===== src/rtl/pipe_pkg.sv =====
// -----------------------------------------------------------------------------
// pipe_pkg
// Shared definitions for the 5-stage pipeline front end:
//   RESET_PC         first fetch address after reset
//   FS_TO_DS_BUS_WD  width of the IF->ID bus {adef, inst, pc}
//   BR_BUS_WD        width of the ID->IF branch bus {br_taken, br_target}
//   fs_state_e       fetch-stage FSM encoding (IDLE / WAIT / HOLD)
//   addr_misaligned  helper: instruction address not word aligned
// -----------------------------------------------------------------------------
package pipe_pkg;

  localparam logic [31:0] RESET_PC        = 32'h1c00_0000;
  localparam int          FS_TO_DS_BUS_WD = 65;
  localparam int          BR_BUS_WD       = 33;

  // IDLE: ready to issue; WAIT: one request outstanding; HOLD: instruction held for ID
  typedef enum logic [1:0] {
    IDLE = 2'd0,
    WAIT = 2'd1,
    HOLD = 2'd2
  } fs_state_e;

  function automatic logic addr_misaligned(input logic [31:0] addr);
    return addr[1:0] != 2'b00;
  endfunction

endpackage


===== src/rtl/if_stage_if.sv =====
// -----------------------------------------------------------------------------
// if_stage_if
// Instruction SRAM request/response channel (req/addr_ok/data_ok protocol).
//   req      master->slave  fetch request valid
//   addr     master->slave  fetch address
//   addr_ok  slave->master  request accepted this cycle
//   data_ok  slave->master  read data returned this cycle
//   rdata    slave->master  instruction word
// Modports: master (fetch stage), slave (SRAM / bus bridge).
// -----------------------------------------------------------------------------
interface if_stage_if;
  logic        req;
  logic [31:0] addr;
  logic        addr_ok;
  logic        data_ok;
  logic [31:0] rdata;

  modport master (output req, addr, input addr_ok, data_ok, rdata);
  modport slave  (input req, addr, output addr_ok, data_ok, rdata);
endinterface


===== src/rtl/fetch_redirect.sv =====
// -----------------------------------------------------------------------------
// fetch_redirect
// Redirect selection for the fetch stage plus the discard flag.
//   clk, reset            clock, synchronous active-high reset
//   wb_ex, csr_eentry     exception redirect (highest priority)
//   wb_ertn, csr_era      ertn redirect
//   br_bus                {br_taken, br_target} from ID (lowest priority)
//   in_wait, data_ok      fetch FSM is waiting / SRAM returned data
//   flush, target         redirect request and its address
//   discard               the outstanding fetch belongs to a squashed path
// -----------------------------------------------------------------------------
module fetch_redirect
  import pipe_pkg::*;
(
  input  logic                 clk,
  input  logic                 reset,
  input  logic                 wb_ex,
  input  logic [31:0]          csr_eentry,
  input  logic                 wb_ertn,
  input  logic [31:0]          csr_era,
  input  logic [BR_BUS_WD-1:0] br_bus,
  input  logic                 in_wait,
  input  logic                 data_ok,
  output logic                 flush,
  output logic [31:0]          target,
  output logic                 discard
);

  logic        br_taken;
  logic [31:0] br_target;
  logic        discard_reg;

  assign {br_taken, br_target} = br_bus;
  assign flush = wb_ex | wb_ertn | br_taken;

  always_comb begin
    target = br_target;
    if (wb_ex)        target = csr_eentry;
    else if (wb_ertn) target = csr_era;
  end

  // Set when a flush hits an in-flight fetch before its data arrives; the
  // returning data_ok then consumes the flag. A flush coinciding with data_ok
  // drops that data directly, so the flag is not needed in that case.
  always_ff @(posedge clk) begin
    if (reset) begin
      discard_reg <= 1'b0;
    end else if (in_wait && data_ok) begin
      discard_reg <= 1'b0;
    end else if (in_wait && flush) begin
      discard_reg <= 1'b1;
    end
  end

  assign discard = discard_reg;

endmodule


===== src/rtl/if_stage.sv =====
// -----------------------------------------------------------------------------
// if_stage
// Instruction-fetch stage: generates fetch PCs, issues them on the inst SRAM
// channel (one request outstanding), holds the returned instruction for ID and
// squashes wrong-path fetches on exception, ertn and taken branch.
//   clk, reset        clock, synchronous active-high reset
//   ds_allowin        ID can accept an instruction this cycle
//   br_bus            {br_taken, br_target} from ID
//   wb_ex/csr_eentry  exception redirect from WB
//   wb_ertn/csr_era   ertn redirect from WB
//   inst_sram         SRAM channel (if_stage_if.master)
//   fs_to_ds_valid    instruction valid to ID
//   fs_to_ds_bus      {adef, inst, pc}
// Optional build macro IF_ADEF_CHECK_EN: misaligned fetch addresses are not
// sent to the SRAM; the stage presents an ADEF-marked bubble instead.
// -----------------------------------------------------------------------------
module if_stage #(
  parameter logic [31:0] RESET_PC = pipe_pkg::RESET_PC
) (
  input  logic                                 clk,
  input  logic                                 reset,
  input  logic                                 ds_allowin,
  input  logic [pipe_pkg::BR_BUS_WD-1:0]       br_bus,
  input  logic                                 wb_ex,
  input  logic [31:0]                          csr_eentry,
  input  logic                                 wb_ertn,
  input  logic [31:0]                          csr_era,
  if_stage_if.master                           inst_sram,
  output logic                                 fs_to_ds_valid,
  output logic [pipe_pkg::FS_TO_DS_BUS_WD-1:0] fs_to_ds_bus
);
  import pipe_pkg::*;

  fs_state_e   state_reg, state_next;
  logic [31:0] issue_pc_reg;
  logic [31:0] fs_pc_reg;
  logic [31:0] fs_inst_reg;
  logic        fs_adef;

  logic        flush;
  logic [31:0] target;
  logic        discard;
  logic [31:0] fetch_addr;
  logic        addr_bad;
  logic        req_cand;
  logic        accepted;
  logic        adef_take;
  logic        in_wait;
  logic        take_data;

  assign in_wait = (state_reg == WAIT);

  fetch_redirect u_redirect (
    .clk        (clk),
    .reset      (reset),
    .wb_ex      (wb_ex),
    .csr_eentry (csr_eentry),
    .wb_ertn    (wb_ertn),
    .csr_era    (csr_era),
    .br_bus     (br_bus),
    .in_wait    (in_wait),
    .data_ok    (inst_sram.data_ok),
    .flush      (flush),
    .target     (target),
    .discard    (discard)
  );

  // A redirect is presented to the SRAM in the same cycle it arrives.
  assign fetch_addr = flush ? target : issue_pc_reg;

`ifdef IF_ADEF_CHECK_EN
  assign addr_bad = addr_misaligned(fetch_addr);
`else
  assign addr_bad = 1'b0;
`endif

  // HOLD may issue as soon as its instruction leaves (or is squashed), which
  // gives back-to-back fetch at 2 cycles/instruction with a 1-cycle SRAM.
  assign req_cand = (state_reg == IDLE) ||
                    ((state_reg == HOLD) && (ds_allowin || flush));

  assign inst_sram.req  = ~reset & req_cand & ~addr_bad;
  assign inst_sram.addr = fetch_addr;

  assign accepted  = inst_sram.req & inst_sram.addr_ok;
  assign adef_take = ~reset & (state_reg == IDLE) & addr_bad;
  assign take_data = in_wait & inst_sram.data_ok & ~discard & ~flush;

  always_comb begin
    state_next     = state_reg;
    fs_to_ds_valid = 1'b0;
    case (state_reg)
      IDLE: begin
        if (accepted)       state_next = WAIT;
        else if (adef_take) state_next = HOLD;
      end
      WAIT: begin
        if (inst_sram.data_ok) state_next = (discard || flush) ? IDLE : HOLD;
      end
      HOLD: begin
        fs_to_ds_valid = ~reset & ~flush;
        if (ds_allowin || flush) state_next = accepted ? WAIT : IDLE;
      end
      default: state_next = IDLE;
    endcase
  end

  always_ff @(posedge clk) begin
    if (reset) begin
      state_reg    <= IDLE;
      issue_pc_reg <= RESET_PC;
      fs_pc_reg    <= 32'h0;
      fs_inst_reg  <= 32'h0;
    end else begin
      state_reg <= state_next;
      if (accepted) begin
        fs_pc_reg    <= fetch_addr;
        issue_pc_reg <= fetch_addr + 32'd4;
      end else if (adef_take) begin
        // Bad address is reported through the bus; issue_pc keeps its value.
        fs_pc_reg   <= fetch_addr;
        fs_inst_reg <= 32'h0;
      end else if (flush) begin
        issue_pc_reg <= target;
      end
      if (take_data) fs_inst_reg <= inst_sram.rdata;
    end
  end

`ifdef IF_ADEF_CHECK_EN
  logic fs_adef_reg;
  always_ff @(posedge clk) begin
    if (reset)          fs_adef_reg <= 1'b0;
    else if (accepted)  fs_adef_reg <= 1'b0;
    else if (adef_take) fs_adef_reg <= 1'b1;
  end
  assign fs_adef = fs_adef_reg;
`else
  assign fs_adef = 1'b0;
`endif

  assign fs_to_ds_bus = {fs_adef, fs_inst_reg, fs_pc_reg};

endmodule


===== src/flat_wrapper.sv =====
// flat-port wrapper written by rule: the top's interface ports become plain ports
module if_stage_flat import pipe_pkg::*;
#(
  parameter logic [31:0] RESET_PC = pipe_pkg::RESET_PC
)
  (clk, reset, ds_allowin, br_bus, wb_ex, csr_eentry, wb_ertn, csr_era, fs_to_ds_valid, fs_to_ds_bus, inst_sram_req, inst_sram_addr, inst_sram_addr_ok, inst_sram_data_ok, inst_sram_rdata);
  if_stage_if inst_sram_i ();
  input  logic clk;
  input  logic reset;
  input  logic ds_allowin;
  input  logic [pipe_pkg::BR_BUS_WD-1:0] br_bus;
  input  logic wb_ex;
  input  logic [31:0] csr_eentry;
  input  logic wb_ertn;
  input  logic [31:0] csr_era;
  output logic fs_to_ds_valid;
  output logic [pipe_pkg::FS_TO_DS_BUS_WD-1:0] fs_to_ds_bus;
  output wire logic [$bits(inst_sram_i.req)-1:0] inst_sram_req;
  output wire logic [$bits(inst_sram_i.addr)-1:0] inst_sram_addr;
  input wire logic [$bits(inst_sram_i.addr_ok)-1:0] inst_sram_addr_ok;
  input wire logic [$bits(inst_sram_i.data_ok)-1:0] inst_sram_data_ok;
  input wire logic [$bits(inst_sram_i.rdata)-1:0] inst_sram_rdata;
  assign inst_sram_req = inst_sram_i.req;
  assign inst_sram_addr = inst_sram_i.addr;
  assign inst_sram_i.addr_ok = inst_sram_addr_ok;
  assign inst_sram_i.data_ok = inst_sram_data_ok;
  assign inst_sram_i.rdata = inst_sram_rdata;
  if_stage #(.RESET_PC(RESET_PC)) u_core (.clk(clk), .reset(reset), .ds_allowin(ds_allowin), .br_bus(br_bus), .wb_ex(wb_ex), .csr_eentry(csr_eentry), .wb_ertn(wb_ertn), .csr_era(csr_era), .inst_sram(inst_sram_i), .fs_to_ds_valid(fs_to_ds_valid), .fs_to_ds_bus(fs_to_ds_bus));
endmodule

===== config.mk =====
export PLATFORM = sky130hd
export DESIGN_NAME = if_stage_flat
export DESIGN_NICKNAME = d
export VERILOG_FILES = /design/src/rtl/pipe_pkg.sv /design/src/rtl/if_stage_if.sv /design/src/rtl/fetch_redirect.sv /design/src/rtl/if_stage.sv /design/src/flat_wrapper.sv
export SDC_FILE = /design/constraint.sdc
export NUM_CORES = 1
export LEC_CHECK = 0
export CAP_MARGIN = 20
export CORE_MARGIN = 2
export CORE_UTILIZATION = 42
export CTS_CLUSTER_SIZE = 8
export DETAILED_ROUTE_END_ITERATION = 8
export PLACE_DENSITY = 0.89
export SKIP_CTS_REPAIR_TIMING = 1
export SLEW_MARGIN = 20
export SYNTH_ARGS = -nofsm -noshare
export SYNTH_HDL_FRONTEND = slang
export SYNTH_SLANG_ARGS = --single-unit

===== constraint.sdc =====
create_clock -name clk -period 3.8 [get_ports clk]
set_clock_uncertainty 0.15 [all_clocks]
set_input_delay 0.95 -clock clk [delete_from_list [all_inputs] [get_ports clk]]
set_output_delay 0.95 -clock clk [all_outputs]
set_load 0.02 [all_outputs]

======== Word-level counts from Yosys, hierarchy flattened ========
Cells that the tools add are included.
word-level totals
  flip-flop bits (word level) ............. 99
  bits of input ports ..................... 136
  logic and storage cells ................. 42
  output and inout port bits .............. 99
cells by class
  equality and inequality tests ........... 5
  mux-type cells .......................... 11
  reductions and logical operators ........ 9
  bitwise gates (word level) .............. 11
  $add $sub $neg .......................... 1
operator list
  kind                                                                    number
  32-bit 2-to-1 mux                                                       4
  32-bit by 3-bit adder with 32-bit output (second input constant)        1
  2-bit 2-to-1 mux                                                        4
  1-bit AND                                                               6
  2-bit one-hot mux with 3 select lines                                   1
  2-bit != test (second input constant)                                   2
  1-bit logical AND                                                       3
  1-bit logical OR                                                        3
  1-bit inverter                                                          3
  3-bit AND reduction                                                     1
  2-bit by 1-bit equality test with 1-bit output (second input constant)  1
  2-bit equality test (second input constant)                             1
  2-bit zero test                                                         1
  1-bit 2-to-1 mux                                                        2
  2-bit by 1-bit != test with 1-bit output (second input constant)        1
  1-bit OR                                                                2
  2-bit OR reduction                                                      1

======== Longest topological paths before layout ========
  depth after elaboration ................. 10
  gate-level depth with buffers ........... 14
  mapped depth without buffers ............ 10

======== Modules after synthesis ========
From an unflattened synthesis, not the netlist that was laid out.
second synthesis, totals
  cell total of the unflattened synthesis .. 638
  area total of the unflattened synthesis .. 5126.2 um2
modules (own cells, without submodules)
  module          cells each  instances  area each (um2)
  if_stage        526         1          4366.7
  fetch_redirect  112         1          759.5

======== Worst setup path before layout ========
No wires, ideal clock.
  kind .................................... in2out
  from .................................... input port wb_ex
  to ...................................... output port inst_sram_addr[30]
  arrival ................................. 2.511 ns
  path slack .............................. 0.189 ns
  data required time ...................... 2.700 ns
  stages .................................. 7
  cells stage by stage .................... buf_4 buf_6 buf_4 buf_2 buf_1 a221oi_1 inv_1
on the way
  longest elaborated chain between the ends .. 3
  elaborated cells between the ends (all ways) .. 4
  those cells by class .................... mux (2); bitwise (2)
RTL lines
  element                line                  RTL
  start: declaration     flat_wrapper.sv:12    input logic wb_ex;
  1-bit OR (2 in a row)  fetch_redirect.sv:34  assign flush = wb_ex | wb_ertn | br_taken;
  32-bit 2-to-1 mux (*)  if_stage.sv:69        assign fetch_addr = flush ? target : issue_pc_reg;
  end: declaration       flat_wrapper.sv:19    output wire logic [$bits(inst_sram_i.addr)-1:0] inst_sram_addr;
Every way passes the cells marked *; elsewhere a longest branch is shown, timed or not.

======== Final worst setup path ========
  from .................................... input port wb_ertn
  to ...................................... output port inst_sram_addr[18]
on the way
  longest elaborated chain between the ends .. 3
  elaborated cells between the ends (all ways) .. 5
  those cells by class .................... mux (3); bitwise (2)
RTL lines
  element                                        line                                        RTL
  start: declaration                             flat_wrapper.sv:14                          input logic wb_ertn;
  32-bit 2-to-1 mux or 1-bit OR (tied branches)  fetch_redirect.sv:39, fetch_redirect.sv:34
  32-bit 2-to-1 mux or 1-bit OR (tied branches)  fetch_redirect.sv:38, fetch_redirect.sv:34
  32-bit 2-to-1 mux (*)                          if_stage.sv:69
Marked as above.

==> impl_metrics.prom <==
# TYPE chip_impl_metric gauge
chip_impl_info{name="run_status",value="finished with violations"} 1
chip_impl_info{name="violations",value="setup timing"} 1
chip_impl_metric{name="fp.dieH",unit="um"} 114
chip_impl_metric{name="area.growth.synth_to_final",unit="%"} 67.2
chip_impl_metric{name="worst_skew_pair.late_latency",unit="ns"} 0.34
chip_impl_metric{name="floorplan.die.width",unit="um"} 114
chip_impl_info{name="final_cell_mix",value="197 x sky130_fd_sc_hd__clkdlybuf4s50_1, 99 x sky130_fd_sc_hd__dfxtp_1, 87 x sky130_fd_sc_hd__nand2_1"} 1
chip_impl_info{name="worst_setup_path_end_kind",value="primary output"} 1
chip_impl_metric{name="portion_of_total_power_attributed_to_sequential_cells",unit="%"} 38.7
chip_impl_info{name="final_common_cell",value="sky130_fd_sc_hd__clkdlybuf4s50_1"} 1
chip_impl_metric{name="num-nets-final",unit=""} 1040
chip_impl_metric{name="slew_violations",unit=""} 0
chip_impl_metric{name="synth-compound-area-share",unit="%"} 17.6
chip_impl_metric{name="fp.dieArea",unit="sq mm"} 0.0129
chip_impl_info{name="worst_r2r_startpoint",value="u_core.issue_pc_reg[9]$_SDFF_PP0_"} 1
chip_impl_metric{name="grtUsageMet3",unit="%"} 8.08
chip_impl_info{name="synth_ff_type",value="sky130_fd_sc_hd__dfxtp_1"} 1
chip_impl_metric{name="max_cap_violations",unit=""} 0
chip_impl_info{name="tritoncts",value="built"} 1
chip_impl_metric{name="cts-buffers-inserted",unit=""} 9
chip_impl_metric{name="floorplan.initialDensity",unit="%"} 43.5
chip_impl_metric{name="buffer_levels_on_the_longest_clock_path",unit=""} 2
chip_impl_metric{name="post_synth.cell_area_avg",unit="sq um"} 8.10
chip_impl_metric{name="routed-via-count",unit=""} 5522
chip_impl_metric{name="yosysUniqueCellTypes",unit=""} 63
chip_impl_metric{name="setup_violations",unit=""} 1
chip_impl_metric{name="synth-edff-count",unit=""} 0
chip_impl_metric{name="postSynthRegisterBits",unit=""} 99
chip_impl_info{name="setup.worst_path.start",value="wb_ertn"} 1
chip_impl_metric{name="drt-wirelength-per-cell",unit="um"} 17.0
chip_impl_metric{name="ff2ff_path_depth",unit=""} 8
chip_impl_metric{name="slew_headroom",unit="%"} 59.7
chip_impl_metric{name="minimum_hold_slack",unit="ns"} 0.302
chip_impl_metric{name="synth-adder-area-share",unit="%"} 0.248
chip_impl_metric{name="drt_first_iter_violations",unit=""} 361
chip_impl_metric{name="antenna-diode-count",unit=""} 0
chip_impl_metric{name="post-route-period-util",unit="%"} 105
chip_impl_metric{name="layout_min_cycle_time",unit="ns"} 3.99
chip_impl_metric{name="maximum_number_of_pins_on_one_net_before_global_route_repair",unit=""} 58
chip_impl_metric{name="timing.final.hold_violations",unit=""} 0
chip_impl_info{name="cp-start-kind",value="primary input"} 1
chip_impl_metric{name="power.density_cell_area",unit="mW/mm^2"} 342
chip_impl_metric{name="yosys-mux-area-fraction",unit="%"} 4.22
chip_impl_metric{name="clock.fmax",unit="MHz"} 251
chip_impl_info{name="clock-root-buffer",value="sky130_fd_sc_hd__clkbuf_16"} 1
chip_impl_metric{name="level_count_of_the_clock_h_tree",unit=""} 3
chip_impl_info{name="synth.largest_area_cell",value="sky130_fd_sc_hd__dfxtp_1"} 1
chip_impl_metric{name="ir_drop",unit="uV"} 236
chip_impl_info{name="cells_taking_the_most_area_after_synthesis",value="sky130_fd_sc_hd__dfxtp_1 39%, sky130_fd_sc_hd__nand2_1 6.5%, sky130_fd_sc_hd__nor2_1 6.0%"} 1
chip_impl_metric{name="place.gp.congestion",unit=""} 0.921
chip_impl_metric{name="netSwitchingFraction",unit="%"} 27.6
chip_impl_metric{name="number_of_placed_i_o_pins",unit=""} 235
chip_impl_metric{name="yosysTopAreaCellShare",unit="%"} 39.4
chip_impl_metric{name="fill_cells",unit=""} 834
chip_impl_metric{name="coreArea",unit="sq mm"} 0.0116
chip_impl_metric{name="clockPowerShare",unit="%"} 34.7
chip_impl_info{name="hp-class",value="register to register"} 1
chip_impl_metric{name="cts_sinks",unit=""} 99
chip_impl_metric{name="portBuffers",unit=""} 233
chip_impl_metric{name="worst_ep_arrival_time",unit="ns"} 2.89
chip_impl_metric{name="power_switching",unit="W"} 0.000794
chip_impl_metric{name="synth_xor_xnor_area_share",unit="%"} 3.30
chip_impl_info{name="rsz0062_at_grt",value="yes"} 1
chip_impl_info{name="critical_path_class",value="primary input to primary output"} 1
chip_impl_metric{name="grt_pass1_vias",unit=""} 5421
chip_impl_metric{name="critPathRequiredTime",unit="ns"} 2.70
chip_impl_metric{name="share_comb_of_total_power",unit="%"} 26.6
chip_impl_info{name="critical_path.reg2reg.endpoint",value="u_core.issue_pc_reg[31]$_SDFF_PP0_"} 1
chip_impl_metric{name="mappedNetlistNets",unit=""} 759
chip_impl_info{name="busiest_layer",value="met2"} 1
chip_impl_info{name="crit_path_end",value="inst_sram_addr[18]"} 1
chip_impl_metric{name="internal_power",unit="W"} 0.00208
chip_impl_metric{name="post_detailed_placement_half_perimeter_wirelength",unit="mm"} 13.6
chip_impl_metric{name="grt_antenna_before_repair",unit=""} 0
chip_impl_metric{name="total_number_of_yosys_warnings",unit=""} 0
chip_impl_metric{name="syn_inst",unit=""} 622
chip_impl_info{name="main_combinational_cell_family_by_area_after_synthesis",value="simple AND/OR/NAND/NOR gates"} 1
chip_impl_metric{name="synth_sequential_area_ratio",unit="%"} 39.4
chip_impl_metric{name="synth_async_sr_flop_share",unit="%"} 0
chip_impl_metric{name="worst_slew_pin_slew",unit="ns"} 0.605
chip_impl_metric{name="core.rowCount",unit=""} 39
chip_impl_metric{name="p_leak",unit="nW"} 3.52
chip_impl_metric{name="via_density",unit=""} 5.25
chip_impl_metric{name="worst_setup_slack_after_layout",unit="ns"} -0.192
chip_impl_metric{name="highest_fanout_seen_on_the_critical_path",unit=""} 17
chip_impl_metric{name="grtUsageMet1",unit="%"} 35.0
chip_impl_metric{name="drc",unit=""} 0
chip_impl_metric{name="gr-total-overflow",unit=""} 0
chip_impl_metric{name="postLayoutCoreUtil",unit="%"} 72.8
chip_impl_metric{name="regToRegSetupSlack",unit="ns"} 1.16
chip_impl_metric{name="grt_pass1_wl",unit="mm"} 27.9
chip_impl_metric{name="grtUsageMet2",unit="%"} 43.4
chip_impl_metric{name="share_of_post_route_cells_with_drive_strength_above_1",unit="%"} 15.4
chip_impl_metric{name="synth-simple-area-share",unit="%"} 28.1
chip_impl_metric{name="ant_nets",unit=""} 0
chip_impl_metric{name="cts.reportedPaths.clkPinSlew",unit="ns"} 0.06
chip_impl_metric{name="postRouteWirelength",unit="mm"} 17.9
chip_impl_metric{name="syn_area",unit="sq mm"} 0.00504
chip_impl_metric{name="first_pass_iters",unit=""} 5
chip_impl_metric{name="global_route_usage_over_all_layers",unit="%"} 27.2
cells in the mapped netlist, drive strengths merged, types with 2 or more instances:
cell	number
a211oi	24
a21oi	59
a221oi	6
a22o	2
a22oi	5
a41o	2
and2	2
and3	5
buf	19
clkbuf	28
dfxtp	99
inv	25
mux2	2
mux2i	19
nand2	87
nand2b	5
nand3	13
nand3b	5
nand4	11
nor2	81
nor2b	18
nor3	30
nor3b	13
nor4	5
o21a	4
o21ai	6
o221ai	2
o22ai	3
o31ai	4
or3	3
or3b	2
xnor2	11
xor2	8
power groups by stage:
stage	clock (W)	combinational [W]	sequential, W
after floorplan	0	0.000313	0.00116
final	0.000997	0.000765	0.00111
after global routing	0.00105	0.000815	0.00112
after CTS	0.00101	0.000761	0.00111
after global placement	0	0.000744	0.00113
after detailed placement	0	0.000756	0.00114
worst max-delay path: stages:
cell                              delay [ns]
sky130_fd_sc_hd__clkdlybuf4s50_1        0.51
sky130_fd_sc_hd__buf_12                 0.17
sky130_fd_sc_hd__buf_12                 0.14
sky130_fd_sc_hd__nand2b_1               0.18
sky130_fd_sc_hd__o221ai_2               0.30
sky130_fd_sc_hd__inv_1                  0.10
sky130_fd_sc_hd__clkdlybuf4s50_1        0.54
area by class of cell:
cell class | instances | area [sq um] | share of cell area, %
clock buffer | 10 | 239 | 2.84
clock inverter | 6 | 88.8 | 1.05
inverter | 25 | 93.8 | 1.11
multi-input combinational | 451 | 2770 | 32.9
sequential | 99 | 1980 | 23.5
tap | 143 | 179 | 2.12
timing repair buffer | 317 | 3070 | 36.4
worst min-delay path by stage:
stage / to / start / cells past startpoint / slack (ns)
floorplan: u_core.u_redirect.discard$_SDFFE_PP0P_ / u_core.u_redirect.discard$_SDFFE_PP0P_ / 2 / 0.35
global placement: u_core.fs_inst_reg[27]$_SDFFE_PP0P_ / u_core.fs_inst_reg[27]$_SDFFE_PP0P_ / 2 / 0.29
detailed placement: u_core.fs_inst_reg[20]$_SDFFE_PP0P_ / u_core.fs_inst_reg[20]$_SDFFE_PP0P_ / 2 / 0.30
CTS: u_core.fs_inst_reg[20]$_SDFFE_PP0P_ / u_core.fs_inst_reg[20]$_SDFFE_PP0P_ / 2 / 0.30
global route: u_core.fs_inst_reg[29]$_SDFFE_PP0P_ / u_core.fs_inst_reg[29]$_SDFFE_PP0P_ / 2 / 0.32
finish: u_core.fs_pc_reg[26]$_SDFFE_PP0P_ / u_core.fs_pc_reg[26]$_SDFFE_PP0P_ / 2 / 0.30
per-layer routing:
layer,part of all wire [%],wire (um),up-vias
met5,0,0,-
met4,2.6,461,0
met3,9.4,1670,32
met2,45,8100,252
met1,43,7640,2534
li1,-,-,2704
per-stage QoR:
step                TNS, ns  setup slack (ns)  cells  power, W  instance area (sq um)
floorplan                 0             0.189    622   0.00148                   5040
global placement      -5.88            -0.295   1035   0.00188                   7960
detailed placement    -7.62            -0.322   1035   0.00189                   7960
CTS                   -7.19            -0.340   1051   0.00288                   8290
global route         -0.264            -0.242   1051   0.00298                   8420
finish               -0.192            -0.192   1051   0.00288                   8420
kinds of logic (layout without fill, tap and decap cells):
| group | Yosys count | in the layout |
|---|---|---|
| simple gates | 284 | 284 |
| compound gates | 125 | 125 |
| flops | 99 | 99 |
| buf+inv | 72 | 358 |
| mux | 21 | 21 |
| xor+xnor | 19 | 19 |
| fa+ha+maj | 1 | 1 |
| other cells | 1 | 1 |
Note: power is estimated with default switching activity, not from simulation.
